### src/rtl/fir_seq_ctrl_if.sv
// Sample/coefficient/result bundle between fir_seq_ctrl and its neighbours.
// Latency: none (wires only).
// Backpressure: org_valid/org_ready on input samples, fil_valid/fil_ready on results.
// Ports: sound_org/org_valid/org_ready in, coef_we/coef_addr/coef_data writes,
//        sound_fil/fil_sat/fil_valid/fil_ready out, busy status.
interface fir_seq_ctrl_if #(
  parameter int NTAPS = 16
);
  logic signed [23:0]        sound_org;
  logic                      org_valid;
  logic                      org_ready;
  logic                      coef_we;
  logic [$clog2(NTAPS)-1:0]  coef_addr;
  logic signed [23:0]        coef_data;
  logic signed [23:0]        sound_fil;
  logic                      fil_valid;
  logic                      fil_ready;
  logic                      fil_sat;
  logic                      busy;

  modport master (
    output sound_org, org_valid, coef_we, coef_addr, coef_data, fil_ready,
    input  org_ready, sound_fil, fil_valid, fil_sat, busy
  );

  modport slave (
    input  sound_org, org_valid, coef_we, coef_addr, coef_data, fil_ready,
    output org_ready, sound_fil, fil_valid, fil_sat, busy
  );
endinterface

### src/rtl/fir_seq_ctrl.sv
// Sequential FIR: one shared 24x24 multiplier, one tap per cycle, circular history.
// Latency: sample accepted at cycle T -> fil_valid first at T+NTAPS+1.
// Backpressure: result held in DONE until fil_ready; org_ready only in IDLE.
// Ports: clk (rising edge), rst (async, active-low), bus (slave side of
//        fir_seq_ctrl_if: sample in, coefficient writes, filtered result out, busy).
module fir_seq_ctrl #(
  parameter int NTAPS = 16,
  parameter int FRAC  = 23
) (
  input  logic          clk,
  input  logic          rst,
  fir_seq_ctrl_if.slave bus
);
  localparam int AW   = $clog2(NTAPS);
  localparam int ACCW = 48 + AW;

  typedef enum logic [1:0] {IDLE, MAC, DONE} state_t;

  state_t                 state_q, state_d;
  logic signed [23:0]     coef_q [NTAPS];
  logic signed [23:0]     coef_d [NTAPS];
  logic signed [23:0]     hist_q [NTAPS];
  logic signed [23:0]     hist_d [NTAPS];
  logic [AW-1:0]          wr_ptr_q, wr_ptr_d;
  logic [AW-1:0]          tap_q, tap_d;
  logic signed [ACCW-1:0] acc_q, acc_d;
  logic signed [23:0]     sound_fil_q, sound_fil_d;
  logic                   fil_sat_q, fil_sat_d;
  logic                   fil_valid_q, fil_valid_d;
  logic                   busy_q, busy_d;
  logic                   org_ready_q, org_ready_d;

  logic [AW-1:0]          rd_idx;
  logic signed [47:0]     coef_x, hist_x, prod;
  logic signed [ACCW-1:0] acc_sum, acc_shr;
  logic signed [23:0]     sat_val;
  logic                   sat_flag;

  // wr_ptr already points past the newest sample, so tap k reads (wr_ptr-1-k).
  assign rd_idx  = wr_ptr_q - AW'(1) - tap_q;
  assign coef_x  = 48'(coef_q[tap_q]);
  assign hist_x  = 48'(hist_q[rd_idx]);
  assign prod    = coef_x * hist_x;
  assign acc_sum = acc_q + ACCW'(prod);
  assign acc_shr = acc_sum >>> FRAC;

  // In range only when every bit from 23 upward is a copy of the sign.
  always_comb begin
    sat_flag = !((&acc_shr[ACCW-1:23]) || !(|acc_shr[ACCW-1:23]));
    if (!sat_flag) begin
      sat_val = acc_shr[23:0];
    end else if (acc_shr[ACCW-1]) begin
      sat_val = 24'sh800000;
    end else begin
      sat_val = 24'sh7FFFFF;
    end
  end

  always_comb begin
    state_d     = state_q;
    coef_d      = coef_q;
    hist_d      = hist_q;
    wr_ptr_d    = wr_ptr_q;
    tap_d       = tap_q;
    acc_d       = acc_q;
    sound_fil_d = sound_fil_q;
    fil_sat_d   = fil_sat_q;
    case (state_q)
      IDLE: begin
        // Coefficient write lands before the MAC pass reads it next cycle.
        if (bus.coef_we) begin
          coef_d[bus.coef_addr] = bus.coef_data;
        end
        if (bus.org_valid) begin
          hist_d[wr_ptr_q] = bus.sound_org;
          wr_ptr_d         = wr_ptr_q + AW'(1);
          acc_d            = '0;
          tap_d            = '0;
          state_d          = MAC;
        end
      end
      MAC: begin
        acc_d = acc_sum;
        tap_d = tap_q + AW'(1);
        if (tap_q == AW'(NTAPS - 1)) begin
          sound_fil_d = sat_val;
          fil_sat_d   = sat_flag;
          state_d     = DONE;
        end
      end
      DONE: begin
        if (bus.fil_ready) begin
          state_d = IDLE;
        end
      end
      default: state_d = IDLE;
    endcase
    fil_valid_d = (state_d == DONE);
    busy_d      = (state_d != IDLE);
    org_ready_d = (state_d == IDLE);
  end

  always_ff @(posedge clk or negedge rst) begin
    if (!rst) begin
      state_q <= IDLE;
      for (int i = 0; i < NTAPS; i++) begin
        coef_q[i] <= '0;
        hist_q[i] <= '0;
      end
      wr_ptr_q    <= '0;
      tap_q       <= '0;
      acc_q       <= '0;
      sound_fil_q <= '0;
      fil_sat_q   <= 1'b0;
      fil_valid_q <= 1'b0;
      busy_q      <= 1'b0;
      org_ready_q <= 1'b1;
    end else begin
      state_q     <= state_d;
      coef_q      <= coef_d;
      hist_q      <= hist_d;
      wr_ptr_q    <= wr_ptr_d;
      tap_q       <= tap_d;
      acc_q       <= acc_d;
      sound_fil_q <= sound_fil_d;
      fil_sat_q   <= fil_sat_d;
      fil_valid_q <= fil_valid_d;
      busy_q      <= busy_d;
      org_ready_q <= org_ready_d;
    end
  end

  assign bus.org_ready = org_ready_q;
  assign bus.sound_fil = sound_fil_q;
  assign bus.fil_sat   = fil_sat_q;
  assign bus.fil_valid = fil_valid_q;
  assign bus.busy      = busy_q;
endmodule

### src/flat_wrapper.sv
// flat-port wrapper written by rule: the top's interface ports become plain ports
module fir_seq_ctrl_flat 
#(
  parameter int NTAPS = 16,
  parameter int FRAC  = 23
)
  (clk, rst, bus_sound_org, bus_org_valid, bus_coef_we, bus_coef_addr, bus_coef_data, bus_fil_ready, bus_org_ready, bus_sound_fil, bus_fil_valid, bus_fil_sat, bus_busy);
  fir_seq_ctrl_if #(.NTAPS(NTAPS)) bus_i ();
  input  logic clk;
  input  logic rst;
  input wire logic [$bits(bus_i.sound_org)-1:0] bus_sound_org;
  input wire logic [$bits(bus_i.org_valid)-1:0] bus_org_valid;
  input wire logic [$bits(bus_i.coef_we)-1:0] bus_coef_we;
  input wire logic [$bits(bus_i.coef_addr)-1:0] bus_coef_addr;
  input wire logic [$bits(bus_i.coef_data)-1:0] bus_coef_data;
  input wire logic [$bits(bus_i.fil_ready)-1:0] bus_fil_ready;
  output wire logic [$bits(bus_i.org_ready)-1:0] bus_org_ready;
  output wire logic [$bits(bus_i.sound_fil)-1:0] bus_sound_fil;
  output wire logic [$bits(bus_i.fil_valid)-1:0] bus_fil_valid;
  output wire logic [$bits(bus_i.fil_sat)-1:0] bus_fil_sat;
  output wire logic [$bits(bus_i.busy)-1:0] bus_busy;
  assign bus_i.sound_org = bus_sound_org;
  assign bus_i.org_valid = bus_org_valid;
  assign bus_i.coef_we = bus_coef_we;
  assign bus_i.coef_addr = bus_coef_addr;
  assign bus_i.coef_data = bus_coef_data;
  assign bus_i.fil_ready = bus_fil_ready;
  assign bus_org_ready = bus_i.org_ready;
  assign bus_sound_fil = bus_i.sound_fil;
  assign bus_fil_valid = bus_i.fil_valid;
  assign bus_fil_sat = bus_i.fil_sat;
  assign bus_busy = bus_i.busy;
  fir_seq_ctrl #(.NTAPS(NTAPS), .FRAC(FRAC)) u_core (.clk(clk), .rst(rst), .bus(bus_i));
endmodule
### config.mk
export PLATFORM = sky130hd
export DESIGN_NAME = fir_seq_ctrl_flat
export DESIGN_NICKNAME = d
export VERILOG_FILES = /design/src/rtl/fir_seq_ctrl_if.sv /design/src/rtl/fir_seq_ctrl.sv /design/src/flat_wrapper.sv
export SDC_FILE = /design/constraint.sdc
export NUM_CORES = 2
export LEC_CHECK = 0
export ABC_AREA = 1
export CORE_ASPECT_RATIO = 1.1
export CORE_MARGIN = 2
export CORE_UTILIZATION = 59
export CTS_BUF_LIST = sky130_fd_sc_hd__clkbuf_4 sky130_fd_sc_hd__clkbuf_8
export DETAILED_ROUTE_END_ITERATION = 12
export PLACE_DENSITY = 0.72
export SYNTH_ARGS = -nofsm -noshare
export SYNTH_HDL_FRONTEND = slang
export SYNTH_SLANG_ARGS = --single-unit
### constraint.sdc
create_clock -name clk -period 12.44 [get_ports clk]
set_input_delay 1.244 -clock clk [delete_from_list [all_inputs] [get_ports clk]]
set_output_delay 1.244 -clock clk [all_outputs]
set_load 0.05 [all_outputs]
======== Word level (Yosys, flattened, before mapping) ========
Index checks and enable logic that the tools add are counted.
storage, ports and cells
  word-level logic and storage cells ...... 99
  input bits .............................. 57
  output and inout port bits .............. 28
  flip-flop bits (word level) ............. 858
cells by class
  mux-type cells .......................... 22
  $add $sub $neg .......................... 5
  bitwise gates (word level) .............. 4
  $lt $le $gt $ge ......................... 6
  reductions and logical operators ........ 15
  eq/ne operators ......................... 5
  multiply operators ...................... 1
operator list
  cell                                                        number
  bitwise mux 384 bit                                         2
  binary-select mux 24 bit (select 4 bit)                     2
  demux 24 bit (select 4 bit)                                 2
  2-to-1 mux 24 bit                                           8
  case mux 52 bit (2 select lines)                            1
  adder 52 x 48 -> 52 bit                                     1
  2-to-1 mux 52 bit                                           1
  multiplier 24 x 24 -> 48 bit                                1
  greater-or-equal comparator 5 bit, second input constant    4
  inverter 4 -> 5 bit                                         4
  less-than comparator 5 x 1 -> 1 bit, second input constant  2
  adder 4 x 1 -> 4 bit, second input constant                 2
  case mux 4 bit (2 select lines)                             1
  AND reduction 2 bit                                         4
  2-to-1 mux 2 bit                                            3
  case mux 2 bit (3 select lines)                             1
  AND reduction 6 bit                                         1
  OR reduction 6 bit                                          1
  == test 2 bit, second input constant                        2
  == test 4 bit, second input constant                        1
  zero test 2 bit                                             2
  2-to-1 mux 4 bit                                            1
  nonzero test 2 bit                                          2
  subtractor 4 x 1 -> 4 bit, second input constant            1
  6 further kinds                                             8

======== Logic depth before layout (Yosys ltp) ========
  word-level depth ........................ 12
  depth in mapped cells ................... 56

======== Worst setup path after synthesis ========
OpenSTA, ideal clock, no wires.
  kind .................................... register to register
  start ................................... reg u_core.tap_q[0]
  end ..................................... reg u_core.sound_fil_q[10], in the netlist u_core.bus.sound_fil[10]
  buffers on the path ..................... 8
  period minus slack after synthesis ...... 9.475 ns
  arrival time ............................ 9.354 ns
  stages on the path, launching flop included .. 49
  setup slack ............................. 2.965 ns
  cells stage by stage .................... dfrtp_1 buf_2 inv_2 buf_2 buf_4 buf_2 ha_1 inv_1 fa_1 buf_4 inv_2 buf_2 buf_2 o21ai_0 o22ai_1 nand2_1 nand2_1 inv_1 [... 13 more ...] inv_1 ha_1 nand2_2 nor2_2 inv_1 nor2_2 nand2_1 nor2_1 nand2_1 nand3_2 nand2_1 nand2_1 nand2_1 nor2_2 nand2_2 a21oi_4 buf_6 a21oi_2
between the ends
  cells in the longest elaborated chain, start to end .. 11
  elaborated cells on any way between the ends .. 19
  those cells by class .................... add/sub: 2; mul: 1; eq/ne: 1; mux: 8; bitwise: 2; reduce/logical: 5
ends and longest elaborated chain
  element                                               line                 text
  start, declared                                       fir_seq_ctrl.sv:25   logic [AW-1:0] tap_q, tap_d;
  start signal, assigned                                fir_seq_ctrl.sv:123  tap_q <= tap_d;
  subtractor 4 bit                                      fir_seq_ctrl.sv:40   assign rd_idx = wr_ptr_q - AW'(1) - tap_q;
  inverter 4 -> 5 bit (not written as such)             fir_seq_ctrl.sv:42   assign hist_x = 48'(hist_q[rd_idx]);
  binary-select mux 24 bit (select 4 bit)               fir_seq_ctrl.sv:42
  2-to-1 mux 24 bit (not written as such) (2 in a row)  fir_seq_ctrl.sv:42
  multiplier 24 x 24 -> 48 bit                          fir_seq_ctrl.sv:43   assign prod = coef_x * hist_x;
  adder 52 x 48 -> 52 bit                               fir_seq_ctrl.sv:44   assign acc_sum = acc_q + ACCW'(prod);
  OR reduction 6 bit                                    fir_seq_ctrl.sv:49   sat_flag = !((&acc_shr[ACCW-1:23]) || !(|acc_shr[ACCW-1:23]));
  zero test 1 bit                                       fir_seq_ctrl.sv:49
  logical OR 1 bit                                      fir_seq_ctrl.sv:49
  2-to-1 mux 24 bit                                     fir_seq_ctrl.sv:50   if (!sat_flag) begin
  end signal, assigned                                  fir_seq_ctrl.sv:125  sound_fil_q <= sound_fil_d;
  end, declared                                         fir_seq_ctrl.sv:27   logic signed [23:0] sound_fil_q, sound_fil_d;
Several ways; a longest one is shown, not always the timed one. The select of a mux whose other input is x is not followed.
A chain may end at the register's enable or synchronous reset.

======== Final worst setup path ========
  start ................................... reg u_core.tap_q[0]
  end ..................................... reg u_core.sound_fil_q[1], in the netlist u_core.bus.sound_fil[1]
The elaborated chain is that of the path after synthesis.

==> metrics <==
Period Utilization, post-route=91.3%; initial core utilization=between 50% and 60%; met2 Resource Use GR=53.0%; setup tns final=0 ps; initial antenna violation count=3; Synth Instances=~7.5k; CP arrival=12,040 ps; cell area after layout=~68,000 um^2; met3 GRT Util=6.34%; ys flop type=dfrtp_1; Distinct cells, synth=51; GRT met1 Usage=~46%; number of flops mapped to enable cells by yosys=0; status=complete, no violations; Async SR Flop Fraction=100%; Worst-path clk slew=roughly 60 ps; register area=approximately 21,000 um^2; CTS Buf Count=148; die height=roughly 350 um; DR WL/cell=19.6 um; Worst EP required=13,120 ps; RSZ-0062 raised after global routing=no; count of final setup violators=0; Slew Viols, Final=0; Core ar.=about 110,000 um^2; Mapped Avg Cell Area=about 8.3 um^2; H-tree Lvls=4; reg2reg path depth=41; Critical R2R Capture=u_core.bus.sound_fil[1]$_DFFE_PN0P_; post-CTS setup buffer count=0; Placement Setup Slack=1170 ps; worst min path class=in2async; Port Buffers=84; first-pass GRT wire length=284,000 um; crit start category=flip-flop; R2R Setup Slk=~1100 ps; CTS tree=done; Cell Rows=~130; Vias/cell=~5.7; Die Footprint=~110,000 um^2; WL final=~180,000 um; clock skew=a little under 60 ps; Ports=between 80 and 90; root buffer cell=clkbuf_8; crit path setup slack, layout=1080 ps; Placed Instance Area=~64,000 um^2; hold_buf cts=0; Remaining DRCs=0; Slowest cell on crit path=a21oi_4; Hold Fails Final Rpt=0; Critical Path Fanout Max=48; max frequency=a little under 0.09 GHz; Synth Cell Area=approximately 63,000 um^2; Die X=between 300 and 400 um; share of the yosys chip area belonging to registers=around 34%; CP Capture Type=flip-flop; Slowest Stage Delay on Critical Path=about 740 ps; post_cts resized=0; Detailed Place HPWL=between 100,000 and 150,000 um; max-cap viol count=0; post-route minimum period=between 10,000 and 15,000 ps; CTS max path bufs=3; vias in the first global route=between 50k and 60k; WS Path Type=reg2reg; area of the multi-input gates=about 35,000 um^2; Antenna Nets Post-Route=0; commonest cells after routing, fill and taps aside=nand2_1, inv_1, dfrtp_1, o21ai_0, fa_1; Worst-Margin Slew=1200 ps; nets@finish=approximately 8.3k; first drt pass iteration count=6; Overflow after GRT=0; Fillers=~9k; global router's overall resource usage=between 30% and 40%; commonest non-fill, non-tap cell in the layout=nand2_1; area growth from synthesis to layout=8.12%; syn_nets=between 8k and 9k; Sink Count=around 860; fraction of layout cells with a size suffix above 1=~7%; DRT iter0 DRCs=5,143; busiest layer in global routing=met2; synth warn=0; DR vias=50.8k; largest net degree at the start of global routing=a little under 200; Clock Latency Late Sink=just under 900 ps; Slew HR=between 10% and 20%; R2R Path Start=u_core.tap_q[0]$_DFFE_PN0P_; RD Place Congestion=~0.95; FF+latch count, synth=858
## state kept, by name (all words and copies together), names as in the netlist
signal	flops
u_core.coef_q	384
u_core.bus.fil_valid	1
u_core.bus.sound_fil	24
u_core.wr_ptr_q	4
u_core.tap_q	4
u_core.state_q	2
u_core.acc_q	52
u_core.bus.busy	1
u_core.bus.org_ready	1
u_core.hist_q	384
u_core.bus.fil_sat	1
## cells by family after synthesis
kind of cell    synth area share, %
simple gates                   16.2
buf+inv                        10.0
compound gates                 13.7
flops                          34.2
fa+ha+maj                      25.1
xor+xnor                      0.740
## Yosys cell counts, drive strengths merged, types with 21 or more instances
cell | number | share of area, %
a21oi | 554 | 4.6
fa | 678 | 22
nor2 | 558 | 3.4
dfrtp | 857 | 34
nand3 | 56 | 0.48
a221oi | 68 | 0.95
clkbuf | 271 | 1.6
xnor2 | 28 | 0.39
clkinv | 28 | 0.17
buf | 164 | 1.4
inv | 1146 | 6.9
a32o | 22 | 0.35
ha | 175 | 3.5
nand2 | 1918 | 12
xor2 | 25 | 0.35
a22o | 21 | 0.29
o21ai | 851 | 6.8
## metrics by stage
step	cells	hold WS, ps	utilization [%]
final	8952	407	64.2
after global routing	8951	426	64.2
after CTS	8950	388	64.2
after detailed placement	8684	468	61.1
after global placement	8684	462	61.1
after floorplan	7536	448	-
## cell type report
cell class / count / area share [%]
multi-input cells: 5069 / 51.9
flip-flops and latches: 858 / 31.7
inverters: 1174 / 6.52
clock buffers: 238 / 4.37
well taps: 1397 / 2.58
repair buffers: 186 / 2.45
clock inverters: 28 / 0.506
diodes: 2 / 0.00738
## metal layers
metal / part of all wire [%] / wire length [um]
met3: 8.4 / 14700
met5: 0.019 / 34
met2: 47 / 82100
met1: 41 / 71300
met4: 4.0 / 7090
## worst max-delay path, delay by kind of cell (launching register included)
family          cells  cell delay (ps)
xor+xnor            1              280
simple gates       15             1470
flops               1              510
compound gates      3             1590
fa+ha+maj          10             4730
buf+inv            12             2530
## how the worst max path moves through the flow
stage / to / startpoint / cells after the start / slack, ps
6_report: u_core.bus.sound_fil[1]$_DFFE_PN0P_ / u_core.tap_q[0]$_DFFE_PN0P_ / 41 / 1080
3_5_place_dp: u_core.bus.sound_fil[1]$_DFFE_PN0P_ / u_core.tap_q[0]$_DFFE_PN0P_ / 41 / 1170
3_3_place_gp: u_core.bus.sound_fil[1]$_DFFE_PN0P_ / u_core.tap_q[0]$_DFFE_PN0P_ / 41 / 1300
4_1_cts: u_core.bus.sound_fil[0]$_DFFE_PN0P_ / u_core.tap_q[0]$_DFFE_PN0P_ / 41 / 1150
5_1_grt: u_core.bus.sound_fil[1]$_DFFE_PN0P_ / u_core.tap_q[0]$_DFFE_PN0P_ / 44 / 440
2_1_floorplan: u_core.bus.sound_fil[10]$_DFFE_PN0P_ / u_core.tap_q[0]$_DFFE_PN0P_ / 48 / 2960
Power is not shown: default switching activity piles up to over one toggle a cycle in this logic, so the estimate is an artifact.
